==> src/rtl/oled_spi_receiver.sv <==
// oled_spi_receiver
//   Display-side end of the OLED SPI link. Oversamples sck/mosi/cs/dc/res on
//   the system clock, assembles MSB-first bytes, decodes the SSD1306-style
//   command subset (display on/off, addressing mode, column/page windows) and
//   turns data bytes into framebuffer writes with address auto-increment.
//
// Ports
//   clk, reset     system clock, asynchronous active-low reset
//   sck, mosi      SPI mode 0 clock and data (MSB first)
//   cs, dc, res    chip select (low), data/command select, panel reset (low)
//   byte_valid     one-cycle strobe per completed byte
//   byte_data      completed byte, held until the next strobe
//   byte_is_data   dc value captured with byte_data
//   fb_we          one-cycle framebuffer write strobe
//   fb_addr        page*COLS + col
//   fb_wdata       write data, bit 0 = top pixel row of the page
//   display_on     set by 0xAF, cleared by 0xAE
//   addr_mode      0 horizontal, 1 vertical, 2 page
//   frame_done     one-cycle strobe after the write that wraps the pointer
//                  back to (col_start, page_start)

module oled_spi_receiver #(
  parameter int COLS        = 128,
  parameter int PAGES       = 4,
  parameter int SYNC_STAGES = 2,
  parameter int AW          = $clog2(COLS * PAGES)
) (
  input  logic          clk,
  input  logic          reset,
  input  logic          sck,
  input  logic          mosi,
  input  logic          cs,
  input  logic          dc,
  input  logic          res,
  output logic          byte_valid,
  output logic [7:0]    byte_data,
  output logic          byte_is_data,
  output logic          fb_we,
  output logic [AW-1:0] fb_addr,
  output logic [7:0]    fb_wdata,
  output logic          display_on,
  output logic [1:0]    addr_mode,
  output logic          frame_done
);

  localparam int CW = $clog2(COLS);
  localparam int PW = $clog2(PAGES);

  // Synchronizer lane order: {res, dc, cs, mosi, sck}; cs idles high.
  localparam logic [4:0] SYNC_RST = 5'b00100;

  typedef enum logic [1:0] {
    ST_CMD,
    ST_ARG1,
    ST_ARG2
  } state_e;

  logic [SYNC_STAGES-1:0][4:0] sync_q;
  logic sck_prev_q;
  logic sck_s, mosi_s, cs_s, dc_s, res_s;
  logic sck_rise;

  assign sck_s  = sync_q[SYNC_STAGES-1][0];
  assign mosi_s = sync_q[SYNC_STAGES-1][1];
  assign cs_s   = sync_q[SYNC_STAGES-1][2];
  assign dc_s   = sync_q[SYNC_STAGES-1][3];
  assign res_s  = sync_q[SYNC_STAGES-1][4];

  assign sck_rise = sck_s & ~sck_prev_q & ~cs_s;

  always_ff @(posedge clk or negedge reset) begin
    if (!reset) begin
      sync_q     <= {SYNC_STAGES{SYNC_RST}};
      sck_prev_q <= 1'b0;
    end else begin
      sync_q[0] <= {res, dc, cs, mosi, sck};
      for (int unsigned i = 1; i < SYNC_STAGES; i++) begin
        sync_q[i] <= sync_q[i-1];
      end
      sck_prev_q <= sck_s;
    end
  end

  state_e          state_q, state_d;
  logic [7:0]      op_q, op_d;
  logic [2:0]      bitcnt_q, bitcnt_d;
  logic [6:0]      shreg_q, shreg_d;
  logic            byte_valid_q, byte_valid_d;
  logic [7:0]      byte_data_q, byte_data_d;
  logic            byte_is_data_q, byte_is_data_d;
  logic            fb_we_q, fb_we_d;
  logic [AW-1:0]   fb_addr_q, fb_addr_d;
  logic [7:0]      fb_wdata_q, fb_wdata_d;
  logic            display_on_q, display_on_d;
  logic [1:0]      addr_mode_q, addr_mode_d;
  logic [CW-1:0]   col_q, col_d, col_start_q, col_start_d, col_end_q, col_end_d;
  logic [PW-1:0]   page_q, page_d, page_start_q, page_start_d, page_end_q, page_end_d;
  logic            fd_pend_q, fd_pend_d;
  logic            frame_done_q, frame_done_d;

  logic [7:0]      new_byte;
  logic            col_wrap, page_wrap;
  logic [CW-1:0]   col_next;
  logic [PW-1:0]   page_next;

  assign new_byte  = {shreg_q, mosi_s};
  assign col_wrap  = (col_q == col_end_q) || (col_q == CW'(COLS - 1));
  assign page_wrap = (page_q == page_end_q) || (page_q == PW'(PAGES - 1));
  assign col_next  = col_wrap ? col_start_q : col_q + CW'(1);
  assign page_next = page_wrap ? page_start_q : page_q + PW'(1);

  always_comb begin
    state_d        = state_q;
    op_d           = op_q;
    bitcnt_d       = bitcnt_q;
    shreg_d        = shreg_q;
    byte_valid_d   = 1'b0;
    byte_data_d    = byte_data_q;
    byte_is_data_d = byte_is_data_q;
    fb_we_d        = 1'b0;
    fb_addr_d      = fb_addr_q;
    fb_wdata_d     = fb_wdata_q;
    display_on_d   = display_on_q;
    addr_mode_d    = addr_mode_q;
    col_d          = col_q;
    col_start_d    = col_start_q;
    col_end_d      = col_end_q;
    page_d         = page_q;
    page_start_d   = page_start_q;
    page_end_d     = page_end_q;
    fd_pend_d      = 1'b0;
    // frame_done trails the wrapping write by one cycle
    frame_done_d   = fd_pend_q;

    if (cs_s) begin
      bitcnt_d = '0;
    end else if (sck_rise) begin
      shreg_d  = new_byte[6:0];
      bitcnt_d = bitcnt_q + 3'd1;
      if (bitcnt_q == 3'd7) begin
        byte_valid_d   = 1'b1;
        byte_data_d    = new_byte;
        byte_is_data_d = dc_s;
        if (dc_s) begin
          fb_we_d    = 1'b1;
          fb_addr_d  = AW'({page_q, col_q});
          fb_wdata_d = new_byte;
          case (addr_mode_q)
            2'd0: begin
              col_d = col_next;
              if (col_wrap) page_d = page_next;
              fd_pend_d = col_wrap & page_wrap;
            end
            2'd1: begin
              page_d = page_next;
              if (page_wrap) col_d = col_next;
              fd_pend_d = col_wrap & page_wrap;
            end
            default: col_d = col_next;
          endcase
        end else begin
          case (state_q)
            ST_CMD: begin
              case (new_byte)
                8'hAE: display_on_d = 1'b0;
                8'hAF: display_on_d = 1'b1;
                8'h20, 8'h21, 8'h22, 8'h81, 8'h8D, 8'hA8,
                8'hD3, 8'hD5, 8'hD9, 8'hDA, 8'hDB: begin
                  op_d    = new_byte;
                  state_d = ST_ARG1;
                end
                default: ;
              endcase
            end
            ST_ARG1: begin
              state_d = ST_CMD;
              if (op_q == 8'h20) begin
                addr_mode_d = (new_byte[1:0] == 2'd3) ? 2'd2 : new_byte[1:0];
              end else if (op_q == 8'h21) begin
                col_start_d = new_byte[CW-1:0];
                state_d     = ST_ARG2;
              end else if (op_q == 8'h22) begin
                page_start_d = new_byte[PW-1:0];
                state_d      = ST_ARG2;
              end
            end
            ST_ARG2: begin
              state_d = ST_CMD;
              if (op_q == 8'h21) begin
                col_end_d = new_byte[CW-1:0];
                col_d     = col_start_q;
              end else begin
                page_end_d = new_byte[PW-1:0];
                page_d     = page_start_q;
              end
            end
            default: state_d = ST_CMD;
          endcase
        end
      end
    end

    // Synchronized panel reset behaves like the async reset, synchronously
    if (!res_s) begin
      state_d        = ST_CMD;
      op_d           = '0;
      bitcnt_d       = '0;
      shreg_d        = '0;
      byte_valid_d   = 1'b0;
      byte_data_d    = '0;
      byte_is_data_d = 1'b0;
      fb_we_d        = 1'b0;
      fb_addr_d      = '0;
      fb_wdata_d     = '0;
      display_on_d   = 1'b0;
      addr_mode_d    = 2'd2;
      col_d          = '0;
      col_start_d    = '0;
      col_end_d      = '1;
      page_d         = '0;
      page_start_d   = '0;
      page_end_d     = '1;
      fd_pend_d      = 1'b0;
      frame_done_d   = 1'b0;
    end
  end

  always_ff @(posedge clk or negedge reset) begin
    if (!reset) begin
      state_q        <= ST_CMD;
      op_q           <= '0;
      bitcnt_q       <= '0;
      shreg_q        <= '0;
      byte_valid_q   <= 1'b0;
      byte_data_q    <= '0;
      byte_is_data_q <= 1'b0;
      fb_we_q        <= 1'b0;
      fb_addr_q      <= '0;
      fb_wdata_q     <= '0;
      display_on_q   <= 1'b0;
      addr_mode_q    <= 2'd2;
      col_q          <= '0;
      col_start_q    <= '0;
      col_end_q      <= '1;
      page_q         <= '0;
      page_start_q   <= '0;
      page_end_q     <= '1;
      fd_pend_q      <= 1'b0;
      frame_done_q   <= 1'b0;
    end else begin
      state_q        <= state_d;
      op_q           <= op_d;
      bitcnt_q       <= bitcnt_d;
      shreg_q        <= shreg_d;
      byte_valid_q   <= byte_valid_d;
      byte_data_q    <= byte_data_d;
      byte_is_data_q <= byte_is_data_d;
      fb_we_q        <= fb_we_d;
      fb_addr_q      <= fb_addr_d;
      fb_wdata_q     <= fb_wdata_d;
      display_on_q   <= display_on_d;
      addr_mode_q    <= addr_mode_d;
      col_q          <= col_d;
      col_start_q    <= col_start_d;
      col_end_q      <= col_end_d;
      page_q         <= page_d;
      page_start_q   <= page_start_d;
      page_end_q     <= page_end_d;
      fd_pend_q      <= fd_pend_d;
      frame_done_q   <= frame_done_d;
    end
  end

  assign byte_valid   = byte_valid_q;
  assign byte_data    = byte_data_q;
  assign byte_is_data = byte_is_data_q;
  assign fb_we        = fb_we_q;
  assign fb_addr      = fb_addr_q;
  assign fb_wdata     = fb_wdata_q;
  assign display_on   = display_on_q;
  assign addr_mode    = addr_mode_q;
  assign frame_done   = frame_done_q;

endmodule

==> config.mk <==
export PLATFORM = sky130hd
export DESIGN_NAME = oled_spi_receiver
export DESIGN_NICKNAME = d
export VERILOG_FILES = /design/src/rtl/oled_spi_receiver.sv
export SDC_FILE = /design/constraint.sdc
export NUM_CORES = 1
export LEC_CHECK = 0
export CORE_MARGIN = 10
export CORE_UTILIZATION = 57
export CTS_CLUSTER_SIZE = 10
export DETAILED_ROUTE_END_ITERATION = 7
export PLACE_DENSITY = 0.87
export SYNTH_ARGS = -nofsm -noshare
export SYNTH_HDL_FRONTEND = slang
export SYNTH_SLANG_ARGS = --single-unit
==> constraint.sdc <==
create_clock -name clk -period 2.7 [get_ports clk]
set_input_delay 0.54 -clock clk [delete_from_list [all_inputs] [get_ports clk]]
set_output_delay 0.54 -clock clk [all_outputs]
set_load 0.005 [all_outputs]
# Word level (Yosys, flattened, before mapping)
# Cells that the tools add are included.
# W data, S select, Z words.
# word_totals
register_bits	91
input_bits	7
elab_cells	220
# op_classes
n_addsub	3
n_eq_ne	48
mux	122
bitwise_logic	5
n_reduce_logical	19
# op_table
op	n
$mux W7	27
$mux W8	16
$mux W2	42
$eq A8 B8 Y1 const B	10
$eq A8 B6 Y1 const B	6
$mux W9	5
$reduce_and A6 Y1	6
$mux W1	26
$ne A2 B1 Y1 const B	9
$reduce_and A7 Y1	2
$ne A3 B2 Y1 const B	4
$reduce_or A11 Y1	1
$ne A2 B2 Y1 const B	5
$mux W3	3
$ne A4 B4 Y1 const B	2
$pmux W2 S2	2
$reduce_and A8 Y1	1
$add A7 B1 Y7 const B	1
$eq A7 B7 Y1	1
$eq A7 B7 Y1 const B	1
$eq A2 B2 Y1 const B	3
$reduce_and A5 Y1	1
$eq A2 B1 Y1 const B	2
$logic_not A2 Y1	2
15 further kinds	19

# Logic depth before layout (Yosys ltp)
# Gate-level depths: netlist of the first run.
# depth
ltp_word	10
ltp_mapped	8
mapped_depth_nobuf	7

# Worst setup path after synthesis of the first run
# Ideal clock, no wire load.
# synth_path
kind	register to register
from	register col_q[0]
to	register col_q[2]
arrival_time_ns	1.946
required_ns	2.571
path_slack_ns	0.625
stages_incl_launch_ff	9
synth_period_minus_slack_ns	2.075
path_cell_list	dfrtp_1 > ha_1 > and3_2 > and4_4 > a41o_2 > nor3b_4 > buf_6 > mux2i_1 > o22ai_1
# synth_via
elab_chain_len	10
word_cells_on_any_way	12
# synth_rtl
item	line	source
start: declaration	96	logic [CW-1:0] col_q, col_d, col_start_q, col_start_d, col_end_q, col_end_d;
start signal: assignment	263	col_q <= col_d;
parallel branches: the longest is 2 deep, another holds $add A7 B1 Y7	n/a	
$mux W7 (*)	109	assign col_next = col_wrap ? col_start_q : col_q + CW'(1);
$mux W7	156	if (page_wrap) col_d = col_next;
$mux W7 (*)	148	case (addr_mode_q)
$mux W7 (*)	144	if (dc_s) begin
$mux W7 (*)	140	if (bitcnt_q == 3'd7) begin
$mux W7 (*)	137	end else if (sck_rise) begin
$mux W7 (*)	135	if (cs_s) begin
$mux W7 (*)	204	if (!res_s) begin
# Every way passes the cells marked *. The select of a mux whose other input is x is not followed.
# A chain may end at the register's enable or synchronous reset.

# Worst setup path in the final report of the first run
# layout_path
from	register sync_q (netlist bit cs_s)
to	register op_q[3]
# layout_via
elab_chain_len	4
word_cells_on_any_way	5
# layout_rtl
item	line	source
start: declaration	58	logic [SYNC_STAGES-1:0][4:0] sync_q;
start signal: assignment	73	sync_q <= {SYNC_STAGES{SYNC_RST}};
start signal: indexed assignment	78	sync_q[i] <= sync_q[i-1];
$not A1 Y1	69	assign sck_rise = sck_s & ~sck_prev_q & ~cs_s;
$and A1 B1 Y1	69	
$ne A2 B1 Y1 (no source line)	n/a	
$reduce_and A6 Y1 (no source line) (*)	n/a	
end signal: assignment	252	op_q <= op_d;
end: declaration	85	logic [7:0] op_q, op_d;
# Mark *: on every way between the ends. The rest lies on a longest branch, timed or not.

==> results of run 1 <==
layer usage:
metal  vias up  wire length [um]  global-route usage, %
met5         -                 0                      0
met4         0               178                   6.56
met1      1485              4000                   22.3
met2       113              4580                   27.7
met3        20               550                   3.84
li1       1401                 -                      -
how the worst min path moves through the flow:
stage / startpoint / endpoint / slack [ns] / cells after the start
after global placement: sync_q[4] / res_s / 0.33 / 0
after CTS: reset / fb_addr[4] / 0.04 / 1
after floorplan: reset / addr_mode[0] / 0.24 / 0
after global routing: reset / fb_addr[4] / 0.05 / 1
after detailed placement: sync_q[3] / dc_s / 0.34 / 0
final: reset / page_q[1] / 0.05 / 1
critical path, delay by kind of cell, from the launching register on:
kind	cells	cell delay (ns)
muxes	1	0.23
and+or+nand+nor	3	1.10
DFF	1	0.39
buffers and inverters	1	0.25
AOI/OAI and AO/OA	1	0.31
cell usage in the layout (no fill, tap or decap), drive strengths merged, types with 2 or more instances in the layout:
master / synthesis / routed
dfstp: 12 / 12
inv: 11 / 13
o31ai: 2 / 2
ha: 4 / 4
mux2i: 24 / 24
nand3: 6 / 6
a21oi: 9 / 9
a22o: 26 / 26
or3: 3 / 3
xnor2: 2 / 2
nand2: 50 / 50
o21a: 2 / 2
clkinvlp: 0 / 3
buf: 7 / 10
dfrtp: 79 / 79
nor2: 29 / 29
a21o: 2 / 2
clkdlybuf4s50: 0 / 37
o21ai: 28 / 28
nor3: 3 / 3
o22ai: 6 / 6
a31oi: 6 / 6
xor2: 9 / 9
nor2b: 2 / 2
nand4: 5 / 5
nand2b: 5 / 5
nor3b: 4 / 4
and2: 3 / 3
clkbuf: 16 / 10
nor4: 4 / 4
and3: 2 / 2
metrics by stage:
| stage | std cells | cell area [um^2] | power [uW] | hold WS [ns] |
|---|---|---|---|---|
| after floorplan | 376 | 4070 | 1650 | 0.244 |
| after global placement | 496 | 4550 | 1730 | 0.333 |
| after detailed placement | 496 | 4550 | 1750 | 0.336 |
| after CTS | 512 | 4730 | 2600 | 0.0429 |
| after global routing | 512 | 4730 | 2690 | 0.0469 |
| final | 512 | 4730 | 2590 | 0.0468 |
power groups by stage:
stage	registers [uW]	clock network, uW	logic, uW
after floorplan	1490	0	156
after global placement	1510	0	226
after detailed placement	1510	0	237
after CTS	1490	881	238
after global routing	1490	936	264
final	1490	865	237
layout make-up:
class,instances,area (um^2),share of cell area (%)
timing repair buffer,47,458,9.68
clock inverter,6,47.5,1.00
tap,96,120,2.54
sequential,91,2290,48.4
clock buffer,10,138,2.91
multi-input combinational,251,1640,34.6
inverter,11,41.3,0.873
state kept, by name (all words and copies together) (netlist names), 2 cells and up:
signal        flops
sync_q            5
bitcnt_q          3
byte_data         8
page_q            2
state_q           2
fb_wdata          8
addr_mode         2
col_q             7
page_end_q        2
op_q              8
fb_addr           9
col_start_q       7
col_end_q         7
shreg_q           7
page_start_q      2
synthesized netlist by cell type, types with 2 or more instances:
| library cell | instances |
|---|---|
| a21o_1 | 2 |
| a21oi_1 | 8 |
| a22o_1 | 24 |
| a22o_2 | 2 |
| a31oi_1 | 6 |
| and2_1 | 3 |
| and3_2 | 2 |
| buf_2 | 5 |
| clkbuf_1 | 16 |
| dfrtp_1 | 79 |
| dfstp_2 | 12 |
| ha_1 | 4 |
| inv_1 | 11 |
| mux2i_1 | 24 |
| nand2_1 | 50 |
| nand2b_1 | 5 |
| nand3_1 | 6 |
| nand4_1 | 5 |
| nor2_1 | 28 |
| nor2b_1 | 2 |
| nor3_1 | 3 |
| nor3b_1 | 3 |
| nor4_1 | 4 |
| o21a_1 | 2 |
| o21ai_0 | 28 |
| o22ai_1 | 6 |
| o31ai_1 | 2 |
| or3_1 | 3 |
| xnor2_1 | 2 |
| xor2_1 | 9 |
cells by family after synthesis:
logic type                 count (synthesis)  synth area share, %
xor gates and xnor gates                  11                 2.37
AOI/OAI and AO/OA                         90                 15.9
muxes                                     24                 5.91
DFF                                       91                 56.4
buffers and inverters                     34                 3.57
and+or+nand+nor                          121                 14.4
adders and majority gates                  5                 1.48
==> results.yml, run 1 <==
yosys:
  synth_cell_types: 50
  synth-async-reset-ratio_pct: 100
  synth-edff-count: 0
  synthesis.area_um2: 4070
  ys.flop_type: "dfrtp_1"
  avgSynthCellArea_um2: 10.8
  synth.ff_latch_count: 91
  yosysSeqAreaShare_pct: 56.4
  yosysWarnings: 0
  synthTopCellsByArea: "dfrtp_1 49%, dfstp_2 7.8%, mux2i_1 5.9%, a22o_1 5.2%, nand2_1 4.6%"
  synth_top_cell_by_area: "dfrtp_1"
  synth_cells: 376
  synth_top_area_share_pct: 48.6
  synth.net_count: 387
floorplanning:
  dieArea_um2: 10900
  die_w_um: 104
  coreArea_um2: 6870
  placementRows: 30
  io_pins: 39
  initial_core_util_pct: 59.2
  die_h_um: 104
setup_path:
  r2r-end: "op_q[3]"
  critPathKind: "register to register"
  r2r_slack_ns: 0.34
  required_ns: 2.98
  worstPathArrival_ns: 2.64
  cpMaxStageDelayCell: "nor3b_1"
  rr_worst_depth: 6
  startpoint_type: "register"
  cp_cell_sequence: "nor3b_1, a21oi_2, nand2b_1, nor4_2, buf_4, mux2i_1"
  worst_setup_path_end_kind: "register"
  endpoint: "op_q[3]"
  cp-startpoint: "cs_s"
  slowest_delay_ns: 0.50
  cp_max_fo: 13
  r2r-start: "cs_s"
timing:
  hold_viol: 0
  fin_worst_skew_ns: 0.0107
  finalCriticalPeriod_ns: 2.36
  clock.fmax_ghz: 0.423
  relSlewSlack_pct: 23.0
  finalWorstSetupSlack_ns: 0.337
  timing.final.max_slew_violations: 0
  worst_pin_slew_ns: 1.15
  rsz0062_at_grt: "false"
  layout_worst_path_cycle_share_pct: 87.5
  setup_viol: 0
  tns_ns: 0
global_routing:
  antenna_found_initial: 0
  grt_max_degree: 73
  grt_pass1_wl_um: 15600
  grt_use_total_pct: 17.3
  grt_pass1_vias: 3018
  grt_overflow: 0
run_status:
  outcome: "finished clean"
layout:
  nNetsFinal: 422
  diodes: 0
  areaGrowthSynthToFinish_pct: 16.4
  drive_above_1_share_pct: 12.5
  fin_util_pct: 68.9
  n_fill_cell: 513
power:
  combPwrFrac_pct: 9.1
  ir_worst_vdd_uv: 364
  p_switching_uw: 698
  power_density_nw_per_um2: 547
  leakage_uw: 0.00210
  seqPwrFrac_pct: 57.4
  clockPowerShare_pct: 33.4
  internal_power_uw: 1890
  switching_share_pct: 27.0
clock_network:
  cts_resized: 0
  clock_latency_ns: 0.36
  cts.htree.levels: 3
  clk_pin_slew_ns: 0.09
  cts_setup_buffers: 0
  cts_hold_buf: 0
  clock_path_buffers: 2
  cts_buffers: 9
  cts.sinks: 91
  clockRootBuffer: "clkbuf_8"
  cts_tree: "done"
detailed_routing:
  wl_um: 9310
  routed-via-count: 3019
  drtIter0Drc: 243
  ant_nets: 0
  via_per_inst: 5.90
  first_pass_iters: 5
  wl_per_cell_um: 18.2
  drcViolationCount: 0
min_path:
  hp-class: "input pin to asynchronous set/reset pin"
place:
  dpl_worst_slack_ns: 0.391
  hpwl_um: 6400
  gp_congestion: 0.831
  io_buffer_count: 38
job:
  cap_violations: 0
Note: power is estimated with default switching activity, not from simulation.
==> inputs of run 2 (changes only) <==
--- a/config.mk
+++ b/config.mk
@@ -5,7 +5,7 @@
 export SDC_FILE = /design/constraint.sdc
 export NUM_CORES = 1
 export LEC_CHECK = 0
-export CORE_MARGIN = 10
+export CORE_MARGIN = 3
 export CORE_UTILIZATION = 57
 export CTS_CLUSTER_SIZE = 10
 export DETAILED_ROUTE_END_ITERATION = 7
==> run 2 against run 1 <==
Net effect: utilization grew 0.55 points; hold slack improved by 0.011 ns; sequential power about the same; first-iteration DRC count increased by 31%; non-clock buffer count stayed put; clock skew fell by 0.0030 ns; global-route usage grew 5.7 points; largest cell class unchanged.
==> results.yml, run 2 (same netlist as run 1, synthesis figures left out) <==
detailed_routing:
  drtIter0Drc: 318
  wl_um: 8950
  wl_per_cell_um: 17.5
  ant_nets: 0
  routed-via-count: 3048
  first_pass_iters: 5
  via_per_inst: 5.95
  drcViolationCount: 0
place:
  gp_congestion: 0.874
  placed_area_um2: 4550
  io_buffer_count: 38
  hpwl_um: 5970
power:
  seqPwrFrac_pct: 54.2
  switching_share_pct: 25.4
  ir_worst_vdd_uv: 402
  p_switching_uw: 697
  leakage_uw: 0.00212
  combPwrFrac_pct: 8.4
  power_uw: 2750
  clockPowerShare_pct: 37.4
  internal_power_uw: 2050
  power_density_nw_per_um2: 576
clock_network:
  clock_path_buffers: 2
  cts_resized: 0
  clock_latency_ns: 0.36
  cts.htree.levels: 3
  cts_tree: "done"
  cts_hold_buf: 0
  clk_pin_slew_ns: 0.09
  cts_buffers: 9
  cts.sinks: 91
  clockRootBuffer: "clkbuf_8"
  cts_setup_buffers: 0
setup_path:
  startpoint_type: "register"
  critPathKind: "register to register"
  r2r_slack_ns: 0.28
  worstPathArrival_ns: 2.66
  cp_max_fo: 12
  worst_setup_path_end_kind: "register"
  required_ns: 2.94
global_routing:
  antenna_found_initial: 0
  grt_pass1_wl_um: 15200
  grt_overflow: 0
  grt_pass1_vias: 3071
  grt_use_total_pct: 23.0
  grt_max_degree: 71
layout:
  nNetsFinal: 422
  n_fill_cell: 494
  diodes: 0
  final_common_cell: "dfrtp_1"
  largest_reg_flops: 9
  final_area_um2: 4770
  drive_above_1_share_pct: 12.5
  areaGrowthSynthToFinish_pct: 17.3
  multi_input_area_um2: 1640
  layout_common_cells: "79 x dfrtp_1, 50 x nand2_1, 37 x clkdlybuf4s50_1, 28 x nor2_1, 28 x o21ai_0"
  seqCellArea_um2: 2290
timing:
  clock.fmax_ghz: 0.413
  rsz0062_at_grt: "false"
  finalCriticalPeriod_ns: 2.42
  relSlewSlack_pct: 51.6
  timing.final.max_slew_violations: 0
  worst_pin_slew_ns: 0.719
  tns_ns: 0
  setup_viol: 0
  layout_worst_path_cycle_share_pct: 89.7
  hold_viol: 0
  fin_worst_skew_ns: 0.00771
floorplanning:
  die_w_um: 90.5
  io_pins: 39
  initial_core_util_pct: 59.2
  dieArea_um2: 8180
  die_h_um: 90.5
  placementRows: 30
  coreArea_um2: 6870
min_path:
  hp-class: "input pin to asynchronous set/reset pin"
run_status:
  outcome: "finished clean"
job:
  cap_violations: 0
-- run 2: changes by cell type in the layout (fill, tap and decap cells not counted) --
cell	change
clkinv_4	+1
bufinv_16	+2
clkbuf_8	-1
inv_6	+1
inv_8	-1
clkinvlp_4	-2
-- run 2: critical path: stages, from the launching register on --
cell and delay [ns]:
dfrtp_1 0.44, ha_1 0.25, and3_2 0.22, and4_4 0.18
a41o_2 0.27, nor3b_4 0.54, mux2i_1 0.30, o22ai_1 0.10
-- run 2: path summary, 6_finish.rpt --
check,to,depth (start not counted),start
max in group asynchronous,col_end_q[6],2,reset
worst min register to register,mosi_s,0,sync_q[1]
worst max register to register,col_q[2],7,col_q[0]
min in group clk,mosi_s,0,sync_q[1]
worst max-delay path,col_q[2],7,col_q[0]
worst min-delay path,col_q[4],1,reset
-- run 2: cell type report --
type / instances / area share (%)
flip-flops and latches: 91 / 48.1
inverters: 11 / 0.866
well taps: 96 / 2.52
clock inverters: 7 / 2.07
repair buffers: 47 / 9.60
multi-input cells: 251 / 34.3
clock buffers: 9 / 2.60
-- run 2: metrics by stage --
stage          instances  setup slack, ns  hold WS, ns  utilization [%]
2_1_floorplan        376            0.625        0.244                -
3_3_place_gp         496            0.411        0.334             66.2
3_5_place_dp         496            0.337        0.339             66.2
4_1_cts              512            0.315       0.0518             69.4
5_1_grt              512            0.157       0.0679             69.4
6_report             512            0.279       0.0577             69.4
-- run 2: layer usage --
| layer | GRT usage (%) | up-vias | wire length, um |
|---|---|---|---|
| met5 | 0 | - | 0 |
| met4 | 8.55 | 0 | 104 |
| met3 | 3.33 | 10 | 373 |
| met2 | 38.4 | 97 | 4500 |
| met1 | 30.5 | 1540 | 3970 |
| li1 | - | 1401 | - |
-- run 2: power by group through the flow --
stage	logic [uW]	registers [uW]	clock network (uW)
after global placement	220	1510	0
after detailed placement	231	1510	0
after floorplan	156	1490	0
after global routing	261	1500	1090
final	231	1490	1030
after CTS	233	1490	1040
==> inputs of run 3 (changes only) <==
--- a/config.mk
+++ b/config.mk
@@ -5,8 +5,10 @@
 export SDC_FILE = /design/constraint.sdc
 export NUM_CORES = 1
 export LEC_CHECK = 0
+export ABC_AREA = 1
+export CAP_MARGIN = 0
 export CORE_MARGIN = 3
-export CORE_UTILIZATION = 57
+export CORE_UTILIZATION = 58
 export CTS_CLUSTER_SIZE = 10
 export DETAILED_ROUTE_END_ITERATION = 7
 export PLACE_DENSITY = 0.87
==> run 3 against run 2 <==
Net effect: cell area grew 6.9%; utilization shrank 0.25 points; non-clock buffer count shrank 4; cell count grew 30%; critical path depth shrank 6; power shrank 0.56%; clock-buffer cell count grew 3; global-route usage grew 1.9 points; die area grew 7.5%; clock skew grew 0.0036 ns; via count grew 21%; critical path type is now register to output port; largest cell class unchanged; highest routed layer unchanged.
==> results.yml, run 3 <==
run_status:
  outcome: "finished clean"
timing:
  clock.fmax_ghz: 0.494
  finalCriticalPeriod_ns: 2.02
  finalWorstSetupSlack_ns: 0.677
  layout_worst_path_cycle_share_pct: 74.9
  tns_ns: 0
  worst_pin_slew_ns: 0.676
  hold_viol: 0
  fin_worst_skew_ns: 0.0113
  setup_viol: 0
  timing.final.max_slew_violations: 0
  relSlewSlack_pct: 54.9
  rsz0062_at_grt: "false"
setup_path:
  cp-startpoint: "addr_mode[1]"
  r2r-start: "bitcnt_q[0]"
  required_ns: 2.16
  path_depth: 1
  cp_cell_sequence: "clkdlybuf4s50_1"
  rr_worst_depth: 8
  startpoint_type: "register"
  endpoint: "addr_mode[1]"
  critPathKind: "register to output port"
  cp_max_fo: 6
  path_delay_family: "flip-flops"
  worst_setup_path_end_kind: "output port"
  critical_path_buf_inv_count: 1
  r2r_slack_ns: 0.77
  worstPathArrival_ns: 1.48
  slowest_delay_ns: 0.61
  cpMaxStageDelayCell: "dfstp_2"
  r2r-end: "fb_addr[6]"
layout:
  fin_cells: 665
  layout_common_cells: "152 x nand2_1, 79 x dfrtp_1, 71 x inv_1, 37 x clkdlybuf4s50_1, 35 x nor2_1"
  seqCellArea_um2: 2290
  nNetsFinal: 573
  multi_input_area_um2: 1790
  fin_util_pct: 69.2
  drive_above_1_share_pct: 14.5
  diodes: 0
  largest_reg_flops: 9
  n_fill_cell: 561
  final_common_cell: "nand2_1"
  areaGrowthSynthToFinish_pct: 14.1
yosys:
  synth_top_cell_by_area: "dfrtp_1"
  synth_cells: 521
  synth-edff-count: 0
  ys.flop_type: "dfrtp_1"
  synth_common_cells: "152 x nand2_1, 79 x dfrtp_1, 71 x inv_1"
  synth.net_count: 532
  synthTopCellsByArea: "dfrtp_1 44%, nand2_1 13%, dfstp_2 7.1%, inv_1 6.0%, nand3_1 3.0%"
  synth_cell_types: 37
  synth.ff_latch_count: 91
  synth.most_common_cell: "nand2_1"
  yosysWarnings: 0
  synth_top_area_share_pct: 44.2
  synth-async-reset-ratio_pct: 100
  avgSynthCellArea_um2: 8.58
  synthesis.area_um2: 4470
  yosysSeqAreaShare_pct: 51.3
clock_network:
  cts_buffers: 9
  cts.htree.levels: 3
  clockRootBuffer: "clkbuf_8"
  cts_hold_buf: 0
  cts_tree: "done"
  clock_path_buffers: 2
  cts_setup_buffers: 0
  clock_latency_ns: 0.35
  clk_pin_slew_ns: 0.08
  cts.sinks: 91
  cts_resized: 0
place:
  io_buffer_count: 38
  dpl_worst_slack_ns: 0.788
  placed_cells: 650
  hpwl_um: 7310
  gp_congestion: 0.890
power:
  internal_power_uw: 1960
  p_switching_uw: 773
  seqPwrFrac_pct: 56.4
  clockPowerShare_pct: 29.3
  leakage_uw: 0.00245
  power_density_nw_per_um2: 535
  ir_worst_vdd_uv: 297
  combPwrFrac_pct: 14.3
  switching_share_pct: 28.3
min_path:
  hp-class: "input pin to asynchronous set/reset pin"
detailed_routing:
  wl_um: 10000
  wl_per_cell_um: 15.0
  first_pass_iters: 5
  routed-via-count: 3693
  ant_nets: 0
  drtIter0Drc: 294
  drcViolationCount: 0
  via_per_inst: 5.55
floorplanning:
  placementRows: 31
  initial_core_util_pct: 60.6
  die_w_um: 93.8
  dieArea_um2: 8790
  die_h_um: 93.8
  coreArea_um2: 7370
  io_pins: 39
global_routing:
  antenna_found_initial: 0
  grt_pass1_vias: 3703
  grt_overflow: 0
  grt_use_total_pct: 24.9
  grt_max_degree: 52
  grt_pass1_wl_um: 17100
job:
  cap_violations: 0
run 3: changes by cell type after synthesis, sizes merged, moves of 5 or more:
cell    before  now
nand3        6   31
nand2b       5    0
nor2        29   41
nand4        5   16
clkbuf      16    2
o22ai        6   16
a22o        26    0
mux2i       24    0
o21ai       28   38
nand2       50  162
inv         11   79
run 3: layer usage:
layer / global-route usage (%) / up-vias / part of all wire [%] / wire (um)
li1: - / 1741 / - / -
met1: 31.6 / 1759 / 42 / 4190
met2: 40.7 / 156 / 49 / 4900
met3: 4.09 / 37 / 5.7 / 573
met4: 13.2 / 0 / 3.3 / 333
met5: 0 / - / 0 / 0
run 3: how the worst min path moves through the flow:
| stage | to | start |
|---|---|---|
| after detailed placement | dc_s | sync_q[3] |
| after floorplan | addr_mode[0] | reset |
| final | fb_wdata[7] | reset |
| after global placement | dc_s | sync_q[3] |
| after CTS | col_start_q[0] | reset |
| after global routing | fb_wdata[7] | reset |
run 3: cell type report:
type / instances / share of cell area (%)
Inverter: 80 / 5.96
Multi-Input combinational cell: 337 / 35.1
Timing Repair Buffer: 43 / 8.39
Clock inverter: 3 / 0.294
Sequential cell: 91 / 45.0
Clock buffer: 12 / 2.85
Tap cell: 99 / 2.43
run 3: through the flow:
stage	instance area, um^2	hold slack, ns	total power (uW)
after floorplan	4470	0.244	1810
after global placement	4940	0.332	1930
after detailed placement	4940	0.335	1950
after CTS	5100	0.241	2730
after global routing	5100	0.265	2860
final	5100	0.216	2730
run 3: power by group through the flow:
stage / clock (uW) / combinational, uW / sequential (uW)
floorplan: 0 / 274 / 1540
detailed placement: 0 / 388 / 1560
global route: 868 / 442 / 1550
global placement: 0 / 370 / 1560
finish: 800 / 390 / 1540
CTS: 802 / 389 / 1540
run 3: kinds of logic (layout without fill, tap and decap cells):
group / after synthesis / in the layout / share of synthesized area, %
AO/OA/AOI/OAI: 71 / 71 / 10.9
XOR/XNOR: 8 / 8 / 1.57
adder cells (fa/ha/maj): 4 / 4 / 1.12
buffers and inverters: 93 / 138 / 8.65
flip-flops: 91 / 91 / 51.3
AND/OR/NAND/NOR: 254 / 254 / 26.4
